`config.mk`:
```
export PLATFORM = sky130hd
export DESIGN_NAME = bit_ctrl_seq_monitor_flat
export DESIGN_NICKNAME = d
export VERILOG_FILES = /design/src/rtl/bit_ctrl_seq_monitor_if.sv /design/src/rtl/bit_ctrl_seq_monitor.sv /design/src/flat_wrapper.sv
export SDC_FILE = /design/constraint.sdc
export NUM_CORES = 1
export LEC_CHECK = 0
export BUFFER_PORTS_ARGS = -buffer_cell sky130_fd_sc_hd__buf_4
export CORE_ASPECT_RATIO = 0.75
export CORE_MARGIN = 2
export CORE_UTILIZATION = 60
export CTS_CLUSTER_DIAMETER = 150
export CTS_CLUSTER_SIZE = 10
export DETAILED_ROUTE_END_ITERATION = 8
export GPL_ROUTABILITY_DRIVEN = 0
export PLACE_DENSITY = 0.83
export SETUP_SLACK_MARGIN = 0.1
export SYNTH_ARGS = -nofsm -noshare
export SYNTH_HDL_FRONTEND = slang
export SYNTH_SLANG_ARGS = --single-unit
```
`constraint.sdc`:
```
create_clock -name clk -period 5.6 [get_ports clk]
set_input_delay 0 -clock clk [delete_from_list [all_inputs] [get_ports clk]]
set_output_delay 0 -clock clk [all_outputs]
set_load 0.05 [all_outputs]
```
`src/rtl/bit_ctrl_seq_monitor_if.sv`:
```
// rtl/bit_ctrl_seq_monitor_if.sv - observe-side bus for the bit_ctrl sequence monitor
//
// Groups the monitored pattern, the error clear and all monitor results.
//   master : drives pat_in / clr_err, observes results (bench or host logic)
//   slave  : the monitor itself
// Ports (slave view):
//   pat_in   in  8      drive pattern, asynchronous to the monitor clock
//   clr_err  in  1      one-cycle clear of the sticky error
//   step     out 3      last valid decoded step index 0..5
//   step_vld out 1      current pattern decodes to a valid step
//   dir      out 1      1 = forward, 0 = reverse
//   locked   out 1      same-direction run has reached LOCK_COUNT
//   err      out 1      sticky error flag
//   err_code out 2      first error since clear: 01 invalid, 10 skip
//   step_cnt out CNT_W  accepted transitions, wrapping
interface bit_ctrl_seq_monitor_if #(
    parameter int CNT_W = 8
);
    logic [7:0]       pat_in;
    logic             clr_err;
    logic [2:0]       step;
    logic             step_vld;
    logic             dir;
    logic             locked;
    logic             err;
    logic [1:0]       err_code;
    logic [CNT_W-1:0] step_cnt;

    modport master (
        output pat_in, clr_err,
        input  step, step_vld, dir, locked, err, err_code, step_cnt
    );

    modport slave (
        input  pat_in, clr_err,
        output step, step_vld, dir, locked, err, err_code, step_cnt
    );
endinterface

```
`src/rtl/bit_ctrl_seq_monitor.sv`:
```
// rtl/bit_ctrl_seq_monitor.sv - six-step two-hot pattern decoder, direction/lock tracker and step counter
//
// Synchronizes pat_in through two flops, decodes the six-step two-hot pattern
// to an index and classifies each change as forward, reverse, skip or invalid.
// Optional macro GLITCH_FILTER_EN: a decoded value is only accepted after it
// has been seen on the synchronizer output for two consecutive cycles.
// Ports:
//   clk    in  clock
//   rst_n  in  asynchronous active-low reset
//   mon    slave modport of bit_ctrl_seq_monitor_if (pattern in, results out)
module bit_ctrl_seq_monitor #(
    parameter int LOCK_COUNT = 4,
    parameter int CNT_W      = 8
) (
    input  logic                     clk,
    input  logic                     rst_n,
    bit_ctrl_seq_monitor_if.slave    mon
);
    localparam logic [3:0] LOCK_TH = 4'(LOCK_COUNT);

    // {valid, index}; invalid patterns decode to 4'b0000
    function automatic logic [3:0] decode(input logic [7:0] p);
        case (p)
            8'h90:   decode = 4'b1000;
            8'h18:   decode = 4'b1001;
            8'h48:   decode = 4'b1010;
            8'h60:   decode = 4'b1011;
            8'h24:   decode = 4'b1100;
            8'h84:   decode = 4'b1101;
            default: decode = 4'b0000;
        endcase
    endfunction

    logic [7:0]       s1_q, s2_q;
    logic             prev_vld_q, prev_vld_d;
    logic [2:0]       step_q, step_d;
    logic             vld_q, vld_d;
    logic             dir_q, dir_d;
    logic [3:0]       run_q, run_d;
    logic             locked_q, locked_d;
    logic             err_q, err_d;
    logic [1:0]       code_q, code_d;
    logic [CNT_W-1:0] cnt_q, cnt_d;

    logic [3:0] dec;
    logic       accept;
    logic [2:0] idx, nxt_fwd, nxt_rev;
    logic [1:0] raise;
    logic       fwd;

`ifdef GLITCH_FILTER_EN
    logic [3:0] dec_prev_q;
    assign accept = (dec == dec_prev_q);
`else
    assign accept = 1'b1;
`endif

    assign dec     = decode(s2_q);
    assign idx     = dec[2:0];
    assign nxt_fwd = (step_q == 3'd5) ? 3'd0 : step_q + 3'd1;
    assign nxt_rev = (step_q == 3'd0) ? 3'd5 : step_q - 3'd1;
    assign fwd     = (idx == nxt_fwd);

    always_comb begin
        prev_vld_d = prev_vld_q;
        step_d     = step_q;
        vld_d      = vld_q;
        dir_d      = dir_q;
        run_d      = run_q;
        cnt_d      = cnt_q;
        err_d      = err_q;
        code_d     = code_q;
        raise      = 2'b00;

        if (accept) begin
            if (dec[3]) begin
                vld_d = 1'b1;
                if (!prev_vld_q) begin
                    // acquire after reset or an invalid pattern
                    prev_vld_d = 1'b1;
                    step_d     = idx;
                    run_d      = 4'd0;
                end else if (idx == step_q) begin
                    // hold
                end else if (idx == nxt_fwd || idx == nxt_rev) begin
                    step_d = idx;
                    dir_d  = fwd;
                    cnt_d  = cnt_q + 1'b1;
                    if (dir_q == fwd)
                        run_d = (run_q == 4'hF) ? 4'hF : run_q + 4'd1;
                    else
                        run_d = 4'd1;
                end else begin
                    step_d = idx;
                    run_d  = 4'd0;
                    raise  = 2'b10;
                end
            end else begin
                vld_d      = 1'b0;
                prev_vld_d = 1'b0;
                run_d      = 4'd0;
                // prev_vld=0 already marks the invalid state, so only the
                // entry edge raises; reset counts as already being invalid
                if (prev_vld_q)
                    raise = 2'b01;
            end
        end

        if (raise != 2'b00) begin
            err_d = 1'b1;
            // keep the first error unless a clear arrives in the same cycle
            if (!err_q || mon.clr_err)
                code_d = raise;
        end else if (mon.clr_err) begin
            err_d  = 1'b0;
            code_d = 2'b00;
        end

        locked_d = (run_d >= LOCK_TH);
    end

    always_ff @(posedge clk or negedge rst_n) begin
        if (!rst_n) begin
            s1_q       <= 8'h00;
            s2_q       <= 8'h00;
            prev_vld_q <= 1'b0;
            step_q     <= 3'd0;
            vld_q      <= 1'b0;
            dir_q      <= 1'b1;
            run_q      <= 4'd0;
            locked_q   <= 1'b0;
            err_q      <= 1'b0;
            code_q     <= 2'b00;
            cnt_q      <= '0;
`ifdef GLITCH_FILTER_EN
            dec_prev_q <= 4'b0000;
`endif
        end else begin
            s1_q       <= mon.pat_in;
            s2_q       <= s1_q;
            prev_vld_q <= prev_vld_d;
            step_q     <= step_d;
            vld_q      <= vld_d;
            dir_q      <= dir_d;
            run_q      <= run_d;
            locked_q   <= locked_d;
            err_q      <= err_d;
            code_q     <= code_d;
            cnt_q      <= cnt_d;
`ifdef GLITCH_FILTER_EN
            dec_prev_q <= dec;
`endif
        end
    end

    assign mon.step     = step_q;
    assign mon.step_vld = vld_q;
    assign mon.dir      = dir_q;
    assign mon.locked   = locked_q;
    assign mon.err      = err_q;
    assign mon.err_code = code_q;
    assign mon.step_cnt = cnt_q;
endmodule

```
`src/flat_wrapper.sv`:
```
// flat-port wrapper written by rule: the top's interface ports become plain ports
module bit_ctrl_seq_monitor_flat 
#(
    parameter int LOCK_COUNT = 4,
    parameter int CNT_W      = 8
)
  (clk, rst_n, mon_pat_in, mon_clr_err, mon_step, mon_step_vld, mon_dir, mon_locked, mon_err, mon_err_code, mon_step_cnt);
  bit_ctrl_seq_monitor_if #(.CNT_W(CNT_W)) mon_i ();
  input  logic clk;
  input  logic rst_n;
  input wire logic [$bits(mon_i.pat_in)-1:0] mon_pat_in;
  input wire logic [$bits(mon_i.clr_err)-1:0] mon_clr_err;
  output wire logic [$bits(mon_i.step)-1:0] mon_step;
  output wire logic [$bits(mon_i.step_vld)-1:0] mon_step_vld;
  output wire logic [$bits(mon_i.dir)-1:0] mon_dir;
  output wire logic [$bits(mon_i.locked)-1:0] mon_locked;
  output wire logic [$bits(mon_i.err)-1:0] mon_err;
  output wire logic [$bits(mon_i.err_code)-1:0] mon_err_code;
  output wire logic [$bits(mon_i.step_cnt)-1:0] mon_step_cnt;
  assign mon_i.pat_in = mon_pat_in;
  assign mon_i.clr_err = mon_clr_err;
  assign mon_step = mon_i.step;
  assign mon_step_vld = mon_i.step_vld;
  assign mon_dir = mon_i.dir;
  assign mon_locked = mon_i.locked;
  assign mon_err = mon_i.err;
  assign mon_err_code = mon_i.err_code;
  assign mon_step_cnt = mon_i.step_cnt;
  bit_ctrl_seq_monitor #(.LOCK_COUNT(LOCK_COUNT), .CNT_W(CNT_W)) u_core (.clk(clk), .rst_n(rst_n), .mon(mon_i));
endmodule
```
* After elaboration in Yosys (flattened, before gate mapping)
Index checks and enable logic that the tools add are counted.
Cells by class: $add $sub $neg 4, reductions and logical operators 9, multiplexer cells 22, eq/ne operators 14, order comparisons 1, bitwise logic cells 1
Operator list (count):
- two-way mux 4 bit | 6
- case mux 4 bit (6 select lines) | 1
- equality test 8 x 7 -> 1 bit, second input constant | 2
- equality test 8 bit, second input constant | 2
- two-way mux 2 bit | 7
- two-way mux 3 bit | 4
- equality test 3 bit | 3
- adder 8 x 1 -> 8 bit, second input constant | 1
- equality test 8 x 5 -> 1 bit, second input constant | 1
- equality test 8 x 6 -> 1 bit, second input constant | 1
- adder 4 x 1 -> 4 bit, second input constant | 1
- equality test 4 bit, second input constant | 1
- greater-or-equal comparator 4 x 3 -> 1 bit, second input constant | 1
- two-way mux 1 bit | 4
- inequality test 2 bit, second input constant | 2
- AND reduction 2 bit | 2
- AND reduction 4 bit | 1
- nonzero test 2 bit | 2
- adder 3 x 1 -> 3 bit, second input constant | 1
- equality test 3 bit, second input constant | 1
- zero test 3 bit | 1
- subtractor 3 x 1 -> 3 bit, second input constant | 1
- logical OR 1 bit | 2
- equality test 1 bit | 1
- other kinds (2) | 2
Storage, ports and cells: register bits 37, output and inout port bits 17, word-level logic and storage cells 61, bits of input ports 11

* Logic depth before layout (Yosys ltp)
Gate-level depths: netlist of run 1.
word-level depth 11, mapped depth 9

* Worst setup path after synthesis of run 1
Ideal clock, no wire load.
path kind register to register, start register u_core.step_q[2], in the netlist u_core.mon.step[2], end register u_core.cnt_q[1], in the netlist u_core.mon.step_cnt[1], clock period less this slack 2623 ps, arrival 2495 ps, slack 2977 ps, stages on the path, launching flop included 8, path through dfrtp_1 -> inv_1 -> ha_1 -> xnor2_1 -> or4b_4 -> a21boi_4 -> nor2_1 -> mux2_1
Between the ends: cells in the longest elaborated chain, start to end 5, elaborated cells between the ends (all ways) 12
RTL lines:
- from (decl) | RTL line bit_ctrl_seq_monitor.sv:36 | logic [2:0] step_q, step_d;
- from (signal assigned) | RTL line bit_ctrl_seq_monitor.sv:142 | step_q <= step_d;
- adder 3 x 1 -> 3 bit, or another cell as far along | RTL line bit_ctrl_seq_monitor.sv:60 | assign nxt_fwd = (step_q == 3'd5) ? 3'd0 : step_q + 3'd1;
- two-way mux 3 bit (on tied branches) | RTL line bit_ctrl_seq_monitor.sv:60, bit_ctrl_seq_monitor.sv:61
- equality test 3 bit | RTL line bit_ctrl_seq_monitor.sv:85 | end else if (idx == nxt_fwd || idx == nxt_rev) begin
- logical OR 1 bit | RTL line bit_ctrl_seq_monitor.sv:85
- AND reduction 4 bit (no line) *
- to (signal assigned) | RTL line bit_ctrl_seq_monitor.sv:149 | cnt_q <= cnt_d;
- to (decl) | RTL line bit_ctrl_seq_monitor.sv:43 | logic [CNT_W-1:0] cnt_q, cnt_d;
Mark *: on every way between the ends. The rest lies on a longest branch, timed or not. A chain may end at the register's enable or synchronous reset.

* Worst setup path in the final report of run 1
start register u_core.s2_q[5], end register u_core.cnt_q[1], in the netlist u_core.mon.step_cnt[1]
Between the ends: cells in the longest elaborated chain, start to end 5, elaborated cells between the ends (all ways) 13
RTL lines:
- from (decl) | RTL line bit_ctrl_seq_monitor.sv:34 | logic [7:0] s1_q, s2_q;
- from (signal assigned) | RTL line bit_ctrl_seq_monitor.sv:140 | s2_q <= s1_q;
- equality test 8 bit, or another cell as far along | RTL line bit_ctrl_seq_monitor.sv:23 | case (p)
- case mux 4 bit (6 select lines) * | RTL line bit_ctrl_seq_monitor.sv:23
- equality test 3 bit (on tied branches) | RTL line bit_ctrl_seq_monitor.sv:85, bit_ctrl_seq_monitor.sv:83
- logical OR 1 bit / inverter 1 bit (equally long branches)
- AND reduction 4 bit (no line) *
Marked as above.

==> results of run 1 <==
[state kept, by name, summed over array words and instances (netlist names)]
name / flops
u_core.mon.locked: 1
u_core.mon.dir: 1
u_core.run_q: 4
u_core.prev_vld_q: 1
u_core.s1_q: 8
u_core.s2_q: 8
u_core.mon.err: 1
u_core.mon.err_code: 2
u_core.mon.step_cnt: 8
u_core.mon.step: 3
[stage by stage]
| step | cells | instance area (um2) | setup WS, ps |
|---|---|---|---|
| after floorplan | 168 | 1880 | 2980 |
| after global placement | 230 | 2090 | 3000 |
| after detailed placement | 230 | 2090 | 2930 |
| after CTS | 247 | 2280 | 2910 |
| after global routing | 247 | 2280 | 2570 |
| final | 247 | 2280 | 2760 |
[tightest hold or removal path, cell delays in order]
cell	delay [ps]
buf_4	80
inv_1	60
o211ai_1	90
o21ai_0	80
[area by class of cell]
cell class	instances	area, um2
Sequential cell	37	927
Multi-Input combinational cell	121	887
Fill cell	185	678
Timing Repair Buffer	37	300
Clock buffer	5	68.8
Tap cell	38	47.5
Clock inverter	3	25.0
Inverter	6	22.5
[power breakdown]
part | total [mW] | internal [mW] | switching [mW]
Clock | 0.196 | 0.0897 | 0.106
Sequential | 0.296 | 0.279 | 0.0168
Combinational | 0.167 | 0.0653 | 0.102
Total | 0.659 | 0.434 | 0.225
[layer usage]
| metal | global-route usage (%) | part of all wire (%) |
|---|---|---|
| met1 | 36.3 | 46 |
| met2 | 37.0 | 47 |
| met3 | 8.82 | 5.8 |
| met4 | 7.67 | 1.1 |
| met5 | 0 | 0 |
[cell families after synthesis]
logic type               Yosys count
AO/OA/AOI/OAI                     42
XOR/XNOR                          15
adder cells (fa/ha/maj)            3
buffers and inverters             10
flip-flops                        37
multiplexers                       1
AND/OR/NAND/NOR                   60
[cells in the mapped netlist, types with 3 or more instances]
cell | instances | share of area [%]
nand3_1 | 6 | 1.6
ha_1 | 3 | 2.0
a21oi_1 | 9 | 2.4
a31oi_1 | 3 | 1.0
nor2_1 | 12 | 2.4
dfrtp_1 | 36 | 48
nand4_1 | 6 | 2.0
xnor2_1 | 5 | 2.3
inv_1 | 6 | 1.2
nor3_1 | 3 | 0.80
o21ai_0 | 7 | 1.9
nand2_1 | 7 | 1.4
o211ai_1 | 4 | 1.6
xor2_1 | 9 | 4.2
and3_1 | 3 | 1.0
a211oi_1 | 4 | 1.6
buf_6 | 4 | 2.4
[path summary, 6_finish.rpt]
check | start | to | depth (start not counted) | slack [ps]
max in group asynchronous | rst_n | u_core.mon.dir | 2 | 5060
min reg2reg | u_core.s1_q[5] | u_core.s2_q[5] | 0 | 350
max | u_core.s2_q[5] | u_core.mon.step_cnt[1] | 7 | 2760
max reg2reg | u_core.s2_q[5] | u_core.mon.step_cnt[1] | 7 | 2760
min in group asynchronous | rst_n | u_core.mon.step_cnt[1] | 2 | 200
min | mon_clr_err | u_core.mon.err_code[1] | 4 | 40
==> load_flow_metrics.sql, run 1 <==
INSERT INTO impl_metrics (metric_group, metric, value, unit) VALUES
('timing', 'timing.setup.tns', '0', 'ps'),
('power', 'design_power_total', '659', 'uW'),
('clocking', 'number_of_buffers_added_by_the_clock_tree_synthesis_step', '5', ''),
('grt', 'antenna_found_initial', '0', ''),
('floorplanning', 'initial_core_util', '63.6', '%'),
('route', 'detailedRoute.firstPassIterationCount', '4', ''),
('clocking', 'cts_max_path_buffers', '2', ''),
('layout', 'layout-drive-gt1-share', '25.8', '%'),
('setup_path', 'worst_path_required', '5780', 'ps'),
('yosys', 'synth.lib_cells_used.distinct', '51', ''),
('timing', 'maximum_achievable_frequency', '351', 'MHz'),
('grt', 'global_route.usage.total', '25.6', '%'),
('yosys', 'post_synthesis_mean_instance_area', '11.2', 'um2'),
('floorplanning', 'die_width', '68.7', 'um'),
('clocking', 'cts.root.buffer_cell', 'clkbuf_8', ''),
('clocking', 'tritoncts', 'done', ''),
('yosys', 'synth-edff-count', '0', ''),
('setup_path', 'critical_path.cell_chain', 'nor4_1, nand4_1, a2111oi_0, a211o_2, a21boi_4, nor2_1, mux2_1', ''),
('floorplanning', 'fp.dieH', '52.5', 'um'),
('route', 'vias_per_cell', '6.04', ''),
('clocking', 'worstSkewPairLatency', '300', 'ps'),
('yosys', 'ys_seq_area_share', '49.3', '%'),
('floorplanning', 'num_rows', '17', ''),
('setup_path', 'path_buf_inv', '0', ''),
('yosys', 'yosys.area_share.simple', '21.1', '%'),
('power', 'power.density_cell_area', '289', 'mW/mm2'),
('place', 'port_buffers', '27', ''),
('setup_path', 'critical_path_peak_fanout', '7', ''),
('setup_path', 'worstPathArrival', '3020', 'ps'),
('floorplanning', 'core_area', '0.00296', 'mm2'),
('place', 'placed_wire_length_estimate', '2.67', 'mm'),
('timing', 'hold_viol', '0', ''),
('route', 'postRouteWirelength', '4.00', 'mm'),
('timing', 'share_of_the_cycle_needed_by_the_critical_path_after_routing', '50.8', '%'),
('layout', 'antennaDiodeCount', '0', ''),
('timing', 'final_max_slew_viol_count', '0', ''),
('clocking', 'ctsHtreeMaxLevel', '2', ''),
('setup_path', 'worst_path_largest_cell_delay', '640', 'ps'),
('timing', 'hold_ws', '39.2', 'ps'),
('layout', 'nets', '222', ''),
('layout', 'fin_util', '77.1', '%'),
('yosys', 'synth.cell_area', '0.00188', 'mm2'),
('route', 'via_count', '1493', ''),
('yosys', 'synthArstFlopShare', '100', '%'),
('timing', 'period_minus_slack', '2840', 'ps'),
('setup_path', 'critical_path.endpoint_type', 'register', ''),
('timing', 'fin_worst_skew', '5.02', 'ps'),
('yosys', 'flip_flop_and_latch_count_after_synthesis', '37', ''),
('power', 'leakagePower', '1.03', 'nW'),
('route', 'drtIter0Drc', '141', ''),
('grt', 'grt_max_degree', '38', ''),
('setup_path', 'path_delay_family', 'compound AO/OA/AOI/OAI gates', ''),
('yosys', 'largest_family_of_logic_cells_by_synthesized_area', 'simple AND/OR/NAND/NOR gates', ''),
('timing', 'number_of_setup_violations_in_the_final_report', '0', ''),
('yosys', 'synth_xor_area_share', '7.38', '%'),
('layout', 'layout.cells.most_common_list', 'dfrtp_1 (36), buf_4 (28), nor2_1 (12)', ''),
('flow_run', 'max-cap-violations', '0', ''),
('min_path', 'min_path_type', 'in -> reg', ''),
('clocking', 'clock_sinks', '37', ''),
('floorplanning', 'die_area', '0.00360', 'mm2'),
('setup_path', 'worst-setup-path-type', 'reg -> reg', ''),
('clocking', 'clk_pin_slew', '80', 'ps'),
('grt', 'global_route_wire_length_before_repair', '6.44', 'mm'),
('layout', 'final_common_cell', 'dfrtp_1', ''),
('layout', 'layout-area-overhead-vs-synth', '21.1', '%'),
('clocking', 'cts-resized-gates', '0', ''),
('yosys', 'ys.warnings.count', '0', ''),
('route', 'drc_errors', '0', ''),
('route', 'ant_nets', '0', ''),
('outcome', 'status', 'completed', ''),
('clocking', 'cts.hold.buffers_added', '9', '');
No activity file was read; power rests on OpenSTA's default activity.
==> inputs of run 2 (changes only) <==
--- a/config.mk
+++ b/config.mk
@@ -8,12 +8,12 @@
 export BUFFER_PORTS_ARGS = -buffer_cell sky130_fd_sc_hd__buf_4
 export CORE_ASPECT_RATIO = 0.75
 export CORE_MARGIN = 2
-export CORE_UTILIZATION = 60
+export CORE_UTILIZATION = 56
 export CTS_CLUSTER_DIAMETER = 150
 export CTS_CLUSTER_SIZE = 10
 export DETAILED_ROUTE_END_ITERATION = 8
 export GPL_ROUTABILITY_DRIVEN = 0
-export PLACE_DENSITY = 0.83
+export PLACE_DENSITY = 0.79
 export SETUP_SLACK_MARGIN = 0.1
 export SYNTH_ARGS = -nofsm -noshare
 export SYNTH_HDL_FRONTEND = slang
==> constraint.sdc (replaced) <==
create_clock -name clk -period 2.8 [get_ports clk]
set_input_delay 0 -clock clk [delete_from_list [all_inputs] [get_ports clk]]
set_output_delay 0 -clock clk [all_outputs]
set_load 0.05 [all_outputs]
==> load_flow_metrics.sql, run 2 (synthesized netlist as in run 1, its figures left out) <==
INSERT INTO impl_metrics (metric_group, metric, value, unit) VALUES
('layout', 'antennaDiodeCount', '0', ''),
('setup_path', 'worst-setup-path-type', 'reg -> reg', ''),
('power', 'design_power_total', '1.32', 'mW'),
('setup_path', 'worstPathArrival', '2830', 'ps'),
('route', 'drtIter0Drc', '213', ''),
('timing', 'number_of_setup_violations_in_the_final_report', '0', ''),
('place', 'dp.cells', '232', ''),
('setup_path', 'timing.critical_path.from', 'u_core.s2_q[3]', ''),
('layout', 'ff_latch_area', '931', 'um2'),
('layout', 'fillers', '225', ''),
('floorplanning', 'num_rows', '18', ''),
('timing', 'timing.max_slew.rel_slack', '66.2', '%'),
('layout', 'layout-area-overhead-vs-synth', '24.7', '%'),
('floorplanning', 'die_width', '70.9', 'um'),
('setup_path', 'worst-r2r-cell-count', '7', ''),
('route', 'vias_per_cell', '5.96', ''),
('clocking', 'clock_sinks', '37', ''),
('power', 'p_comb_share', '26.4', '%'),
('timing', 'share_of_the_cycle_needed_by_the_critical_path_after_routing', '92.9', '%'),
('layout', 'final_common_cell', 'dfrtp_1', ''),
('setup_path', 'worstSetupStartpointType', 'register', ''),
('route', 'detailedRoute.firstPassIterationCount', '6', ''),
('floorplanning', 'die_area', '0.00384', 'mm2'),
('clocking', 'number_of_buffers_added_by_the_clock_tree_synthesis_step', '5', ''),
('grt', 'antenna_found_initial', '0', ''),
('setup_path', 'worst_path_required', '3020', 'ps'),
('route', 'avgRoutedWirePerCell', '15.1', 'um'),
('power', 'irDropWorstVdd', '0.430', 'mV'),
('setup_path', 'critical-path-slowest-cell', 'or4_1', ''),
('floorplanning', 'initial_core_util', '58.0', '%'),
('timing', 'rsz0062_at_grt', 'false', ''),
('layout', 'layout.cells.most_common_list', 'dfrtp_1 (33), buf_4 (28), nor2_1 (12)', ''),
('setup_path', 'critical_path.cell_chain', 'nor4_4, o21a_2, nor2_1, a211oi_1, nor2_1, or4_1, a21oi_1', ''),
('setup_path', 'path_buf_inv', '0', ''),
('route', 'drc_errors', '0', ''),
('layout', 'multiInputGateArea', '950', 'um2'),
('timing', 'worstMarginPinSlew', '506', 'ps'),
('route', 'via_count', '1484', ''),
('clocking', 'cts_max_path_buffers', '2', ''),
('clocking', 'ctsHtreeMaxLevel', '2', ''),
('clocking', 'clk_pin_slew', '80', 'ps'),
('setup_path', 'critical_path_peak_fanout', '6', ''),
('outcome', 'status', 'completed', ''),
('grt', 'global_route_wire_length_before_repair', '6.10', 'mm'),
('timing', 'timing.setup.tns', '0', 'ps'),
('route', 'ant_nets', '0', ''),
('grt', 'grt_max_degree', '38', ''),
('timing', 'maximum_achievable_frequency', '384', 'MHz'),
('layout', 'fin_util', '72.4', '%'),
('power', 'p_int', '874', 'uW'),
('timing', 'final_max_slew_viol_count', '0', ''),
('timing', 'hold_ws', '64.8', 'ps'),
('setup_path', 'critical_path.endpoint_type', 'register', ''),
('power', 'share_clk_of_total_power', '28.7', '%'),
('min_path', 'min_path_type', 'in -> reg', ''),
('power', 'netSwitchingFraction', '34.1', '%'),
('power', 'leakagePower', '1.03', 'nW'),
('layout', 'layoutNonFillerInstCount', '249', ''),
('route', 'postRouteWirelength', '3.76', 'mm'),
('setup_path', 'timing.reg2reg.setup_slack', '200', 'ps'),
('clocking', 'worstSkewPairLatency', '290', 'ps'),
('clocking', 'cts.root.buffer_cell', 'clkbuf_8', ''),
('layout', 'nets', '222', ''),
('setup_path', 'path_delay_family', 'simple AND/OR/NAND/NOR gates', ''),
('setup_path', 'cp_depth', '7', ''),
('clocking', 'tritoncts', 'done', ''),
('flow_run', 'max-cap-violations', '0', ''),
('timing', 'hold_viol', '0', ''),
('floorplanning', 'top_level_ports', '28', ''),
('setup_path', 'worst_setup_path_endpoint', 'u_core.run_q[1]', ''),
('place', 'port_buffers', '27', ''),
('clocking', 'post_cts_repair_setup_buffers', '0', ''),
('floorplanning', 'fp.dieH', '54.2', 'um'),
('setup_path', 'r2r_end', 'u_core.run_q[1]', ''),
('setup_path', 'worst_path_largest_cell_delay', '520', 'ps'),
('grt', 'grt-ovfl-total', '0', ''),
('timing', 'period_minus_slack', '2600', 'ps'),
('timing', 'fin_worst_skew', '7.40', 'ps'),
('power', 'power.density_cell_area', '564', 'mW/mm2'),
('setup_path', 'crit-reg2reg-launch', 'u_core.s2_q[3]', ''),
('place', 'placed_wire_length_estimate', '2.57', 'mm'),
('power', 'p_switching', '451', 'uW'),
('grt', 'global_route.usage.total', '21.2', '%'),
('layout', 'layout-drive-gt1-share', '31.1', '%'),
('power', 'power_frac_seq', '44.9', '%'),
('setup_path', 'timing.critical_path.mode_cell', 'nor2_1', ''),
('floorplanning', 'core_area', '0.00324', 'mm2'),
('grt', 'grt_pass1_vias', '1323', '');
## run 2: worst min-delay path by stage
stage | start | end | slack, ps | depth (start not counted)
after global placement | rst_n | u_core.s1_q[6] | -30 | 1
after floorplan | rst_n | u_core.mon.err | -300 | 0
final | mon_clr_err | u_core.mon.err_code[0] | 60 | 4
after detailed placement | rst_n | u_core.s1_q[6] | -20 | 1
after global routing | mon_clr_err | u_core.mon.err | 110 | 4
after CTS | mon_clr_err | u_core.mon.err_code[0] | 60 | 4
## run 2: metrics by stage
step | cell area, um2 | setup WS (ps)
after floorplan | 1880 | 177
after global placement | 2100 | 191
after detailed placement | 2100 | 105
after CTS | 2290 | 114
after global routing | 2350 | 85.0
final | 2350 | 199
## run 2: metal layers
layer | track usage (%) | up-vias | wire (um) | share of wire [%]
met5 | 0 | - | 0 | 0
met4 | 6.92 | 0 | 47 | 1.2
met3 | 5.99 | 7 | 251 | 6.7
met2 | 34.0 | 62 | 1780 | 47
met1 | 28.3 | 711 | 1680 | 45
li1 | - | 704 | - | -
## run 2: layout make-up
| type | count | area share (%) |
|---|---|---|
| clock inverters | 3 | 1.07 |
| multi-input cells | 121 | 40.5 |
| inverters | 6 | 0.959 |
| flip-flops and latches | 37 | 39.7 |
| well taps | 40 | 2.13 |
| repair buffers | 37 | 12.8 |
| clock buffers | 5 | 2.93 |
## run 2: repair_timing
action	CTS	global route
hold endpoints to repair	45	0
pin swaps	0	2
setup endpoints to repair	2	15
hold buffers	9	0
gates resized for setup	2	14
## run 2: power by group through the flow
stage	registers, mW	clock network (mW)	logic, mW
after floorplan	0.639	0	0.206
after global placement	0.599	0	0.311
after detailed placement	0.602	0	0.321
after CTS	0.592	0.387	0.334
after global routing	0.601	0.414	0.375
final	0.595	0.380	0.350
## run 2: worst register-to-register path, cell delays in order (launching register included)
cell and delay, ps:
dfrtp_2 470, nor4_4 370, o21a_2 290, nor2_1 110, a211oi_1 450, nor2_1 200
or4_1 520, a21oi_1 130
